<file path="src/rtl/vid_csc_pkg.sv">
// Shared constants for the 4:2:2 YCbCr -> RGB pipeline: coefficient sets
// (CF = 8 fractional bits), configuration encodings and dither LFSR constants.
package vid_csc_pkg;

  localparam int CSC_CF = 8;
  localparam int COEF_W = 11;

  typedef enum logic {STD_601 = 1'b0, STD_709 = 1'b1} csc_std_e;
  typedef enum logic {RANGE_LIMITED = 1'b0, RANGE_FULL = 1'b1} csc_range_e;

  typedef struct packed {
    logic [COEF_W-1:0] ky;
    logic [COEF_W-1:0] krv;
    logic [COEF_W-1:0] kgu;
    logic [COEF_W-1:0] kgv;
    logic [COEF_W-1:0] kbu;
  } csc_coef_t;

  localparam logic [15:0] LFSR_POLY = 16'hB400;
  localparam logic [15:0] LFSR_SEED = 16'hACE1;

  // Coefficient set selected by {full range, standard}.
  function automatic csc_coef_t csc_coef(input logic std, input logic full);
    case ({full, std})
      2'b01:   return '{ky: 11'd298, krv: 11'd459, kgu: 11'd55,  kgv: 11'd136, kbu: 11'd541};
      2'b10:   return '{ky: 11'd256, krv: 11'd359, kgu: 11'd88,  kgv: 11'd183, kbu: 11'd454};
      2'b11:   return '{ky: 11'd256, krv: 11'd403, kgu: 11'd48,  kgv: 11'd120, kbu: 11'd475};
      default: return '{ky: 11'd298, krv: 11'd409, kgu: 11'd100, kgv: 11'd208, kbu: 11'd516};
    endcase
  endfunction

  // Right-shifting Galois LFSR step.
  function automatic logic [15:0] lfsr_next(input logic [15:0] s);
    return s[0] ? ((s >> 1) ^ LFSR_POLY) : (s >> 1);
  endfunction

endpackage

</file>
<file path="src/rtl/vid_csc_sat.sv">
// Per-component output stage: clamp a signed sum to [0, 2^IW-1], optionally
// add dither in the bits about to be dropped (re-clamped), then keep the OW MSBs.
module vid_csc_sat #(
  parameter int IW     = 8,
  parameter int OW     = 8,
  parameter int AW     = IW + 14,
  parameter bit DITHER = 1'b0
) (
  input  logic signed [AW-1:0] val,
  input  logic [IW-1:0]        dith,
  output logic [OW-1:0]        comp
);

  localparam logic [IW-1:0] MAXV = '1;
  localparam logic signed [AW-1:0] VMAX = AW'((1 << IW) - 1);
  localparam logic [IW-1:0] DMASK = DITHER ? IW'((1 << (IW - OW)) - 1) : '0;

  function automatic logic [IW-1:0] sat_clip(input logic signed [AW-1:0] v);
    if (v[AW-1]) return '0;
    if (v > VMAX) return MAXV;
    return v[IW-1:0];
  endfunction

  logic [IW-1:0] clip;
  logic [IW:0]   dsum;

  // Clamp, add masked dither, re-clamp on carry, truncate to OW bits.
  always_comb begin
    clip = sat_clip(val);
    dsum = {1'b0, clip} + {1'b0, dith & DMASK};
    comp = dsum[IW] ? MAXV[IW-1 -: OW] : dsum[IW-1 -: OW];
  end

endmodule

</file>
<file path="src/rtl/vid_ycbcr422_rgb_pipe.sv">
// 4:2:2 YCbCr -> RGB converter, one pixel per clock, fully stallable.
// Pipeline: pair holder (p0), offset removal (p1), products (p2),
// rounded sums (p3), saturate/truncate output register (p4).
// Optional dither: define VID_YCBCR2RGB_DITHER_EN (active only when OW < IW).
import vid_csc_pkg::*;

module vid_ycbcr422_rgb_pipe #(
  parameter int IW = 8,
  parameter int OW = 8,
  parameter int CF = 8
) (
  input  logic          clk,
  input  logic          rst_n,
  input  logic          cfg_std,
  input  logic          cfg_full,
  input  logic [IW-1:0] in_cb,
  input  logic [IW-1:0] in_y0,
  input  logic [IW-1:0] in_cr,
  input  logic [IW-1:0] in_y1,
  input  logic          in_last,
  input  logic          in_valid,
  output logic          in_ready,
  output logic [OW-1:0] out_r,
  output logic [OW-1:0] out_g,
  output logic [OW-1:0] out_b,
  output logic          out_last,
  output logic          out_valid,
  input  logic          out_ready
);

  localparam int XW = IW + 1;
  localparam int PW = IW + 13;
  localparam int AW = IW + 14;
  localparam logic signed [XW-1:0] Y_OFS    = XW'(16 << (IW - 8));
  localparam logic signed [XW-1:0] C_OFS    = XW'(128 << (IW - 8));
  localparam logic signed [AW-1:0] RND_HALF = AW'(1 << (CF - 1));

  function automatic logic signed [PW-1:0] coef_mul(input logic signed [XW-1:0] a,
                                                    input logic [COEF_W-1:0] k);
    logic signed [PW-1:0] ax, kx;
    ax = PW'(a);
    kx = PW'($signed({1'b0, k}));
    return ax * kx;
  endfunction

  function automatic logic signed [AW-1:0] csc_round(input logic signed [AW-1:0] s);
    return (s + RND_HALF) >>> CF;
  endfunction

  logic adv, accept;
  logic vld_p0, phase_p0, vld_p1, vld_p2, vld_p3, vld_p4;
  logic [IW-1:0] cb_p0, cr_p0, y0_p0, y1_p0, y_sel;
  logic std_p0, full_p0, last_p0;
  logic signed [XW-1:0] yo_p1, cbo_p1, cro_p1;
  logic std_p1, full_p1, last_p1;
  csc_coef_t coef_s2;
  logic signed [PW-1:0] ky_p2, krv_p2, kgu_p2, kgv_p2, kbu_p2;
  logic last_p2;
  logic signed [AW-1:0] sum_r, sum_g, sum_b;
  logic signed [AW-1:0] r_p3, g_p3, b_p3;
  logic last_p3;
  logic [IW-1:0] dith_r, dith_g, dith_b;
  logic [OW-1:0] r_sat, g_sat, b_sat;

  assign adv       = ~vld_p4 | out_ready;
  assign in_ready  = rst_n & adv & (~vld_p0 | phase_p0);
  assign accept    = in_valid & in_ready;
  assign out_valid = vld_p4;

  // Holder occupancy, pixel phase and per-stage valid flags.
  always_ff @(posedge clk or negedge rst_n) begin
    if (!rst_n) begin
      vld_p0   <= 1'b0;
      phase_p0 <= 1'b0;
      vld_p1   <= 1'b0;
      vld_p2   <= 1'b0;
      vld_p3   <= 1'b0;
      vld_p4   <= 1'b0;
    end else if (adv) begin
      if (accept) begin
        vld_p0   <= 1'b1;
        phase_p0 <= 1'b0;
      end else if (vld_p0) begin
        vld_p0   <= ~phase_p0;
        phase_p0 <= ~phase_p0;
      end
      vld_p1 <= vld_p0;
      vld_p2 <= vld_p1;
      vld_p3 <= vld_p2;
      vld_p4 <= vld_p3;
    end
  end

  // ---- p0: pair holder, config captured with the pair ----
  // Capture an accepted pair together with its configuration and line tag.
  always_ff @(posedge clk) begin
    if (accept) begin
      cb_p0   <= in_cb;
      cr_p0   <= in_cr;
      y0_p0   <= in_y0;
      y1_p0   <= in_y1;
      std_p0  <= cfg_std;
      full_p0 <= cfg_full;
      last_p0 <= in_last;
    end
  end

  assign y_sel   = phase_p0 ? y1_p0 : y0_p0;
  assign coef_s2 = csc_coef(std_p1, full_p1);

  always_comb begin
    sum_r = AW'(ky_p2) + AW'(krv_p2);
    sum_g = AW'(ky_p2) - AW'(kgu_p2) - AW'(kgv_p2);
    sum_b = AW'(ky_p2) + AW'(kbu_p2);
  end

  // Datapath stages p1..p3; contents only meaningful alongside their valid flag.
  always_ff @(posedge clk) begin
    if (adv) begin
      // ---- p1: remove black level / chroma bias ----
      yo_p1   <= full_p0 ? $signed({1'b0, y_sel}) : $signed({1'b0, y_sel}) - Y_OFS;
      cbo_p1  <= $signed({1'b0, cb_p0}) - C_OFS;
      cro_p1  <= $signed({1'b0, cr_p0}) - C_OFS;
      std_p1  <= std_p0;
      full_p1 <= full_p0;
      last_p1 <= last_p0 & phase_p0;
      // ---- p2: coefficient products ----
      ky_p2   <= coef_mul(yo_p1, coef_s2.ky);
      krv_p2  <= coef_mul(cro_p1, coef_s2.krv);
      kgu_p2  <= coef_mul(cbo_p1, coef_s2.kgu);
      kgv_p2  <= coef_mul(cro_p1, coef_s2.kgv);
      kbu_p2  <= coef_mul(cbo_p1, coef_s2.kbu);
      last_p2 <= last_p1;
      // ---- p3: rounded sums ----
      r_p3    <= csc_round(sum_r);
      g_p3    <= csc_round(sum_g);
      b_p3    <= csc_round(sum_b);
      last_p3 <= last_p2;
    end
  end

`ifdef VID_YCBCR2RGB_DITHER_EN
  localparam bit DITHER = (OW < IW);
  if (DITHER) begin : g_lfsr
    logic [15:0] lfsr_q;
    // Dither sequence steps once per pixel leaving p3.
    always_ff @(posedge clk or negedge rst_n) begin
      if (!rst_n) lfsr_q <= LFSR_SEED;
      else if (adv && vld_p3) lfsr_q <= lfsr_next(lfsr_q);
    end
    assign dith_r = IW'(lfsr_q);
    assign dith_g = IW'({lfsr_q, lfsr_q} >> 5);
    assign dith_b = IW'({lfsr_q, lfsr_q} >> 10);
  end else begin : g_no_lfsr
    assign dith_r = '0;
    assign dith_g = '0;
    assign dith_b = '0;
  end
`else
  localparam bit DITHER = 1'b0;
  assign dith_r = '0;
  assign dith_g = '0;
  assign dith_b = '0;
`endif

  vid_csc_sat #(.IW(IW), .OW(OW), .AW(AW), .DITHER(DITHER)) u_sat_r (
    .val(r_p3), .dith(dith_r), .comp(r_sat));
  vid_csc_sat #(.IW(IW), .OW(OW), .AW(AW), .DITHER(DITHER)) u_sat_g (
    .val(g_p3), .dith(dith_g), .comp(g_sat));
  vid_csc_sat #(.IW(IW), .OW(OW), .AW(AW), .DITHER(DITHER)) u_sat_b (
    .val(b_p3), .dith(dith_b), .comp(b_sat));

  // ---- p4: output register ----
  // Register the saturated pixel; cleared by reset so idle outputs read zero.
  always_ff @(posedge clk or negedge rst_n) begin
    if (!rst_n) begin
      out_r    <= '0;
      out_g    <= '0;
      out_b    <= '0;
      out_last <= 1'b0;
    end else if (adv) begin
      out_r    <= r_sat;
      out_g    <= g_sat;
      out_b    <= b_sat;
      out_last <= last_p3 & vld_p3;
    end
  end

endmodule

</file>
<file path="config.mk">
export PLATFORM = sky130hd
export DESIGN_NAME = vid_ycbcr422_rgb_pipe
export DESIGN_NICKNAME = d
export VERILOG_FILES = /design/src/rtl/vid_csc_pkg.sv /design/src/rtl/vid_csc_sat.sv /design/src/rtl/vid_ycbcr422_rgb_pipe.sv
export SDC_FILE = /design/constraint.sdc
export NUM_CORES = 1
export LEC_CHECK = 0
export BUFFER_PORTS_ARGS = -buffer_cell sky130_fd_sc_hd__buf_2
export CAP_MARGIN = 20
export CORE_MARGIN = 4
export CORE_UTILIZATION = 50
export CTS_CLUSTER_DIAMETER = 100
export DETAILED_ROUTE_END_ITERATION = 8
export GPL_TIMING_DRIVEN = 0
export PLACE_DENSITY_LB_ADDON = 0.2
export SLEW_MARGIN = 20
export SYNTH_ARGS = -nofsm -noshare
export SYNTH_HDL_FRONTEND = slang
export SYNTH_HIERARCHICAL = 1
export SYNTH_SLANG_ARGS = --single-unit
</file>
<file path="constraint.sdc">
create_clock -name clk -period 16.9 [get_ports clk]
set_input_delay 3.38 -clock clk [delete_from_list [all_inputs] [get_ports clk]]
set_output_delay 3.38 -clock clk [all_outputs]
set_load 0.005 [all_outputs]
</file>
======== After elaboration in Yosys (flattened, before gate mapping) ========
Cells that the tools add are included.
cells by class
  equality and inequality tests ........... 3
  $add $sub $neg .......................... 10
  multiply operators ...................... 5
  reduce and logical (&&, ||, !) cells .... 2
  muxes and demuxes ....................... 28
  bitwise operators ....................... 10
  order comparisons ....................... 3
operators with widths
  cell                     count
  $pmux W50 S3             1
  $mux W8                  14
  $mul A9 B12 Y21          4
  $add A22 B9 Y22 const B  3
  $add A21 B21 Y22         2
  $gt A14 B9 Y1 const B    3
  $sub A21 B21 Y22         1
  $sub A22 B21 Y22         1
  $mul A9 B10 Y19          1
  $sub A8 B8 Y9 const B    2
  $mux W1                  13
  $sub A8 B5 Y9 const B    1
  $and A1 B1 Y1            5
  $eq A2 B2 Y1 const B     2
  $not A1 Y1               3
  $eq A2 B1 Y1 const B     1
  $or A1 B1 Y1             2
  $reduce_and A2 Y1        1
  $reduce_bool A2 Y1       1
word-level totals
  register bits after elaboration ......... 245
  word-level logic and storage cells ...... 95
  output and inout port bits .............. 27
  bits of input ports ..................... 39

======== Depth between registers and ports, before layout ========
  word-level depth ........................ 7
  mapped depth ............................ 25
  mapped depth without buffers ............ 22

======== By module ========
The synthesis kept the hierarchy.
by module, submodules not included
  module                 instances  cells each  sequential area each (µm²)  area an instance (µm²)
  vid_ycbcr422_rgb_pipe  1          2,062       6,991.7                     22,663.0
  vid_csc_sat            3          23          0.0                         185.2

======== Worst setup path after synthesis ========
Ideal clock, no wire load.
  kind .................................... input port to flip-flop
  start point ............................. input out_ready
  end point ............................... register b_p3[0], enable pin
  required time ........................... 16.296 ns
  arrival ................................. 8.366 ns
  path slack .............................. 7.930 ns
  setup time .............................. 0.604 ns
  cell stages on the path ................. 3
  buffers on the path ..................... 1
  cell sequence ........................... nor2b_1 inv_1 clkbuf_1
on the way
  cells in the longest elaborated chain, start to end .. 1
RTL lines
  element               RTL line                      source
  from (decl)           vid_ycbcr422_rgb_pipe.sv:28   input logic out_ready
  $or A1 B1 Y1          vid_ycbcr422_rgb_pipe.sv:65   assign adv = ~vld_p4 | out_ready;
  named net adv         vid_ycbcr422_rgb_pipe.sv:50   logic adv, accept;
  to (signal assigned)  vid_ycbcr422_rgb_pipe.sv:137  b_p3 <= csc_round(sum_b);
  to (decl)             vid_ycbcr422_rgb_pipe.sv:60   logic signed [AW-1:0] r_p3, g_p3, b_p3;
The timed path passes the listed nets, and every way through them passes these cells.
A chain may end at the register's enable or synchronous reset.

======== Final worst setup path ========
  start point ............................. register full_p1
  end point ............................... register kbu_p2[18] (data pin)
on the way
  cells in the longest elaborated chain, start to end .. 3
  elaborated cells between the ends (all ways) .. 5
  those cells by class .................... 1 x mul; 3 x eq/ne; 1 x mux
RTL lines
  element                                              RTL line                      source
  from (decl)                                          vid_ycbcr422_rgb_pipe.sv:55   logic std_p1, full_p1, last_p1;
  from (signal assigned)                               vid_ycbcr422_rgb_pipe.sv:125  full_p1 <= full_p0;
  $eq A2 B2 Y1 / $eq A2 B1 Y1 (equally long branches)  vid_csc_pkg.sv:24             case ({full, std})
  $pmux W50 S3 *                                       vid_csc_pkg.sv:24
  $mul A9 B12 Y21 *                                    vid_ycbcr422_rgb_pipe.sv:43   return ax * kx;
  to (signal assigned)                                 vid_ycbcr422_rgb_pipe.sv:132  kbu_p2 <= coef_mul(cbo_p1, coef_s2.kbu);
  to (decl)                                            vid_ycbcr422_rgb_pipe.sv:57   logic signed [PW-1:0] ky_p2, krv_p2, kgu_p2, kgv_p2, kbu_p2;
Mark *: on every way between the ends. The rest lies on a longest branch, timed or not.

==> results.ini <==
[worst_setup_path]
cpPeakStageDelay_ns = 0.63
critPathTopFamily = adder cells
crit_chain = clkbuf_1 -> inv_1 -> clkbuf_1 -> ha_1 -> nor2_1 -> clkbuf_1 -> xnor2_1 -> nor2_1 -> ha_1 -> inv_1 -> fa_1 -> inv_1 -> fa_1 -> inv_1 -> fa_1 -> inv_1 -> fa_1 -> ha_1 -> nand2_1 -> o21ai_0 -> o211ai_1 -> a21oi_1 -> nor4bb_1 -> a211oi_1
path_class = flop to flop
timing.critical_path.fanout_max = 12
crit_required_ns = 17.16
worstPathBufferInverterCount = 8
cp_data_arrival_time_ns = 8.54
worst_path_most_repeated_cell = sky130_fd_sc_hd__inv_1
worst_path_max_delay_cell = sky130_fd_sc_hd__a211oi_1
worstSetupEndpointType = flop
critPathLaunchType = flop

[synth]
synth-warning-count = 6
synthesis.instances = 2131
synth_area_per_cell_um2 = 10.9
synth-main-ff-cell = sky130_fd_sc_hd__edfxtp_1
yosysSeqAreaShare = 0.301
synthDistinctLibCells = 74
postSynthRegisterBits = 238
synth-edff-count = 207
synthArstFlopShare = 0.130
synth_area_um2 = 23200

[floorplanning]
initial_utilization = 0.508
die_area_um2 = 49900
pin_count = 66
floorplan.die.height_um = 223
floorplan.die.width_um = 223
rows = 78
design.core.area_um2 = 45700

[clock_network]
clk_pin_slew_ns = 0.06
cts_root_buffer = sky130_fd_sc_hd__clkbuf_16
postcts_setup_bufs = 0
sinks_on_the_clock_net = 238
clk-insertion-delay-late_ns = 0.57
cts.htree.levels = 1
max-clock-path-buffers = 3
post_cts_hold_buffer_count = 0
cts_tree = done
post_cts.resized_instances = 0
cts-buffers-inserted = 28

[layout]
syn_to_final_growth_pct = 9.17
num-nets-final = 2886
n_antenna_cell = 0
nFillCells = 3998
drive_above_1_share = 0.0697

[outcome]
outcome = complete, no violations

[global_routing]
grt_pass1_vias = 15425
antenna_found_initial = 2
grtUsageMet1 = 0.273
largest_net_degree_at_the_start_of_global_routing = 59
top_usage_layer = met2
grtUsageMet2 = 0.322
grt.total_usage = 0.196
globalRouteMet3Util = 0.0245
grt_remaining_overflow = 0
grt_pass1_wl_um = 79300

[detailed_routing]
num_vias = 14904
vias_per_cell = 5.23
antenna_left = 0
finalWirelength_um = 47900
remaining_drc_errors = 0
drt_iter0_drc = 771
dr.pass1.iters = 5
wl_per_cell_um = 16.8

[sta]
maxSlewViolCount = 0
timing.clock.skew_ns = 0.00731
setup-violations-final = 0
timing.final.hold_violations = 0
fmaxAchievable_mhz = 121
worst_slew_margin_rel = 0.263
pin_slew_with_the_least_headroom_to_its_limit_ns = 1.09
setup_total_negative_slack_ns = 0
unrepaired_setup_endpoints_after_global_routing = no
final.min_clock_period_ns = 8.28
post-route-period-util = 0.490

[place]
gp_routability_congestion = 0.892
detailed_place_hpwl_um = 40200
place.port_buffers = 65

[run]
drv.max_cap_violation_count = 0

[hold_path]
hold_class = flop to flop

-- cells by family (layout without fill, tap and decap cells) --
family,count (synthesis),count (layout),share of synthesized area
flip-flops,238,238,0.301
adder cells (fa/ha/maj),616,616,0.399
other,2,3,0.000323
AO/OA/AOI/OAI,276,276,0.0851
multiplexers,10,10,0.00458
XOR/XNOR,101,101,0.0381
buffers and inverters,415,535,0.0676
AND/OR/NAND/NOR,473,473,0.105
-- area by class of cell --
| type | instances | area [um^2] | share of cell area |
|---|---|---|---|
| clock buffer | 29 | 704 | 0.0278 |
| timing repair buffer | 69 | 420 | 0.0166 |
| sequential | 238 | 6990 | 0.276 |
| inverter | 370 | 1390 | 0.0548 |
| clock inverter | 22 | 244 | 0.00963 |
| multi-input combinational | 1479 | 14700 | 0.578 |
| buffer | 45 | 184 | 0.00726 |
| tap | 600 | 751 | 0.0296 |
-- registers in the layout (all words and copies together), names as in the netlist, 14 cells and up --
| register | count |
|---|---|
| b_p3 | 14 |
| g_p3 | 14 |
| kbu_p2 | 20 |
| kgu_p2 | 21 |
| kgv_p2 | 21 |
| krv_p2 | 20 |
| ky_p2 | 18 |
| r_p3 | 14 |
-- synthesized netlist by cell type, types with 6 or more instances --
cell	n	area share
sky130_fd_sc_hd__ha_1	410	0.22
sky130_fd_sc_hd__inv_1	369	0.060
sky130_fd_sc_hd__edfxtp_1	207	0.27
sky130_fd_sc_hd__fa_1	206	0.18
sky130_fd_sc_hd__nand2_1	157	0.025
sky130_fd_sc_hd__nor2_1	88	0.014
sky130_fd_sc_hd__a21oi_1	70	0.015
sky130_fd_sc_hd__xnor2_1	61	0.023
sky130_fd_sc_hd__nor2b_1	57	0.015
sky130_fd_sc_hd__and2_1	44	0.012
sky130_fd_sc_hd__xor2_1	40	0.015
sky130_fd_sc_hd__a21o_1	39	0.013
sky130_fd_sc_hd__nand2b_1	39	0.011
sky130_fd_sc_hd__o21ai_0	35	0.0075
sky130_fd_sc_hd__clkbuf_1	31	0.0050
sky130_fd_sc_hd__dfrtp_1	31	0.033
sky130_fd_sc_hd__a41oi_1	24	0.0091
sky130_fd_sc_hd__nor4_1	24	0.0065
sky130_fd_sc_hd__o21a_1	20	0.0065
sky130_fd_sc_hd__nor3_1	13	0.0028
sky130_fd_sc_hd__a211oi_1	12	0.0039
sky130_fd_sc_hd__nand3_1	12	0.0026
sky130_fd_sc_hd__buf_2	9	0.0019
sky130_fd_sc_hd__and3_1	8	0.0022
sky130_fd_sc_hd__o211ai_1	8	0.0026
sky130_fd_sc_hd__o21bai_1	7	0.0023
sky130_fd_sc_hd__nor4_4	6	0.0055
-- final timing paths --
check                        endpoint  startpoint  slack (ns)  cells past startpoint
max in group asynchronous    out_r[4]       rst_n       13.62                      1
hold / removal              cbo_p1[1]    cb_p0[1]        0.42                      0
min in group asynchronous   out_valid       rst_n        2.84                      1
setup reg to reg           kbu_p2[18]     full_p1        8.62                     24
setup / recovery           kbu_p2[18]     full_p1        8.62                     24
hold reg to reg             cbo_p1[1]    cb_p0[1]        0.42                      0
-- cells in the final DEF, fill, tap and decap left out, types with 5 or more instances in the layout --
cell,netlist,routed
sky130_fd_sc_hd__o21a_1,20,20
sky130_fd_sc_hd__inv_1,369,369
sky130_fd_sc_hd__fa_1,206,206
sky130_fd_sc_hd__buf_2,9,74
sky130_fd_sc_hd__o21bai_1,7,7
sky130_fd_sc_hd__clkbuf_1,31,31
sky130_fd_sc_hd__clkinv_1,0,8
sky130_fd_sc_hd__mux2i_1,5,5
sky130_fd_sc_hd__and2_1,44,43
sky130_fd_sc_hd__nor3_1,13,13
sky130_fd_sc_hd__ha_1,410,410
sky130_fd_sc_hd__nor4_4,6,6
sky130_fd_sc_hd__o211ai_1,8,8
sky130_fd_sc_hd__xnor2_1,61,61
sky130_fd_sc_hd__nand2b_1,39,39
sky130_fd_sc_hd__nand2_1,157,157
sky130_fd_sc_hd__a21o_1,39,39
sky130_fd_sc_hd__buf_1,5,5
sky130_fd_sc_hd__dfrtp_1,31,31
sky130_fd_sc_hd__nor2_1,88,88
sky130_fd_sc_hd__o21ai_0,35,35
sky130_fd_sc_hd__nor4_1,24,24
sky130_fd_sc_hd__nor2b_1,57,57
sky130_fd_sc_hd__clkbuf_16,0,28
sky130_fd_sc_hd__a211oi_1,12,12
sky130_fd_sc_hd__mux2_2,5,5
sky130_fd_sc_hd__xor2_1,40,40
sky130_fd_sc_hd__nand3_1,12,12
sky130_fd_sc_hd__a21oi_1,70,70
sky130_fd_sc_hd__a31oi_1,5,5
sky130_fd_sc_hd__a41oi_1,24,24
sky130_fd_sc_hd__and3_1,8,8
sky130_fd_sc_hd__edfxtp_1,207,207
sky130_fd_sc_hd__nand4_1,5,5
-- per-layer routing --
metal  vias to the layer above  part of all wire
li1                       7406                 -
met1                      7150              0.46
met2                       265              0.46
met3                        83             0.044
met4                         0             0.033
met5                         -                 0
-- through the flow --
| stage | instances | utilization | hold slack [ns] | cell area, um^2 | setup slack [ns] |
|---|---|---|---|---|---|
| detailed placement | 2801 | 0.534 | 0.406 | 24400 | 8.56 |
| floorplan | 2132 | - | 0.400 | 23200 | 7.93 |
| global placement | 2797 | 0.532 | 0.402 | 24300 | 5.53 |
| CTS | 2852 | 0.555 | 0.421 | 25300 | 8.53 |
| finish | 2852 | 0.555 | 0.418 | 25300 | 8.62 |
| global route | 2852 | 0.555 | 0.425 | 25300 | 8.14 |
Power is left out: the tool's default activity adds up to more than one toggle a clock period on the data nets, which glitch-free logic cannot reach.
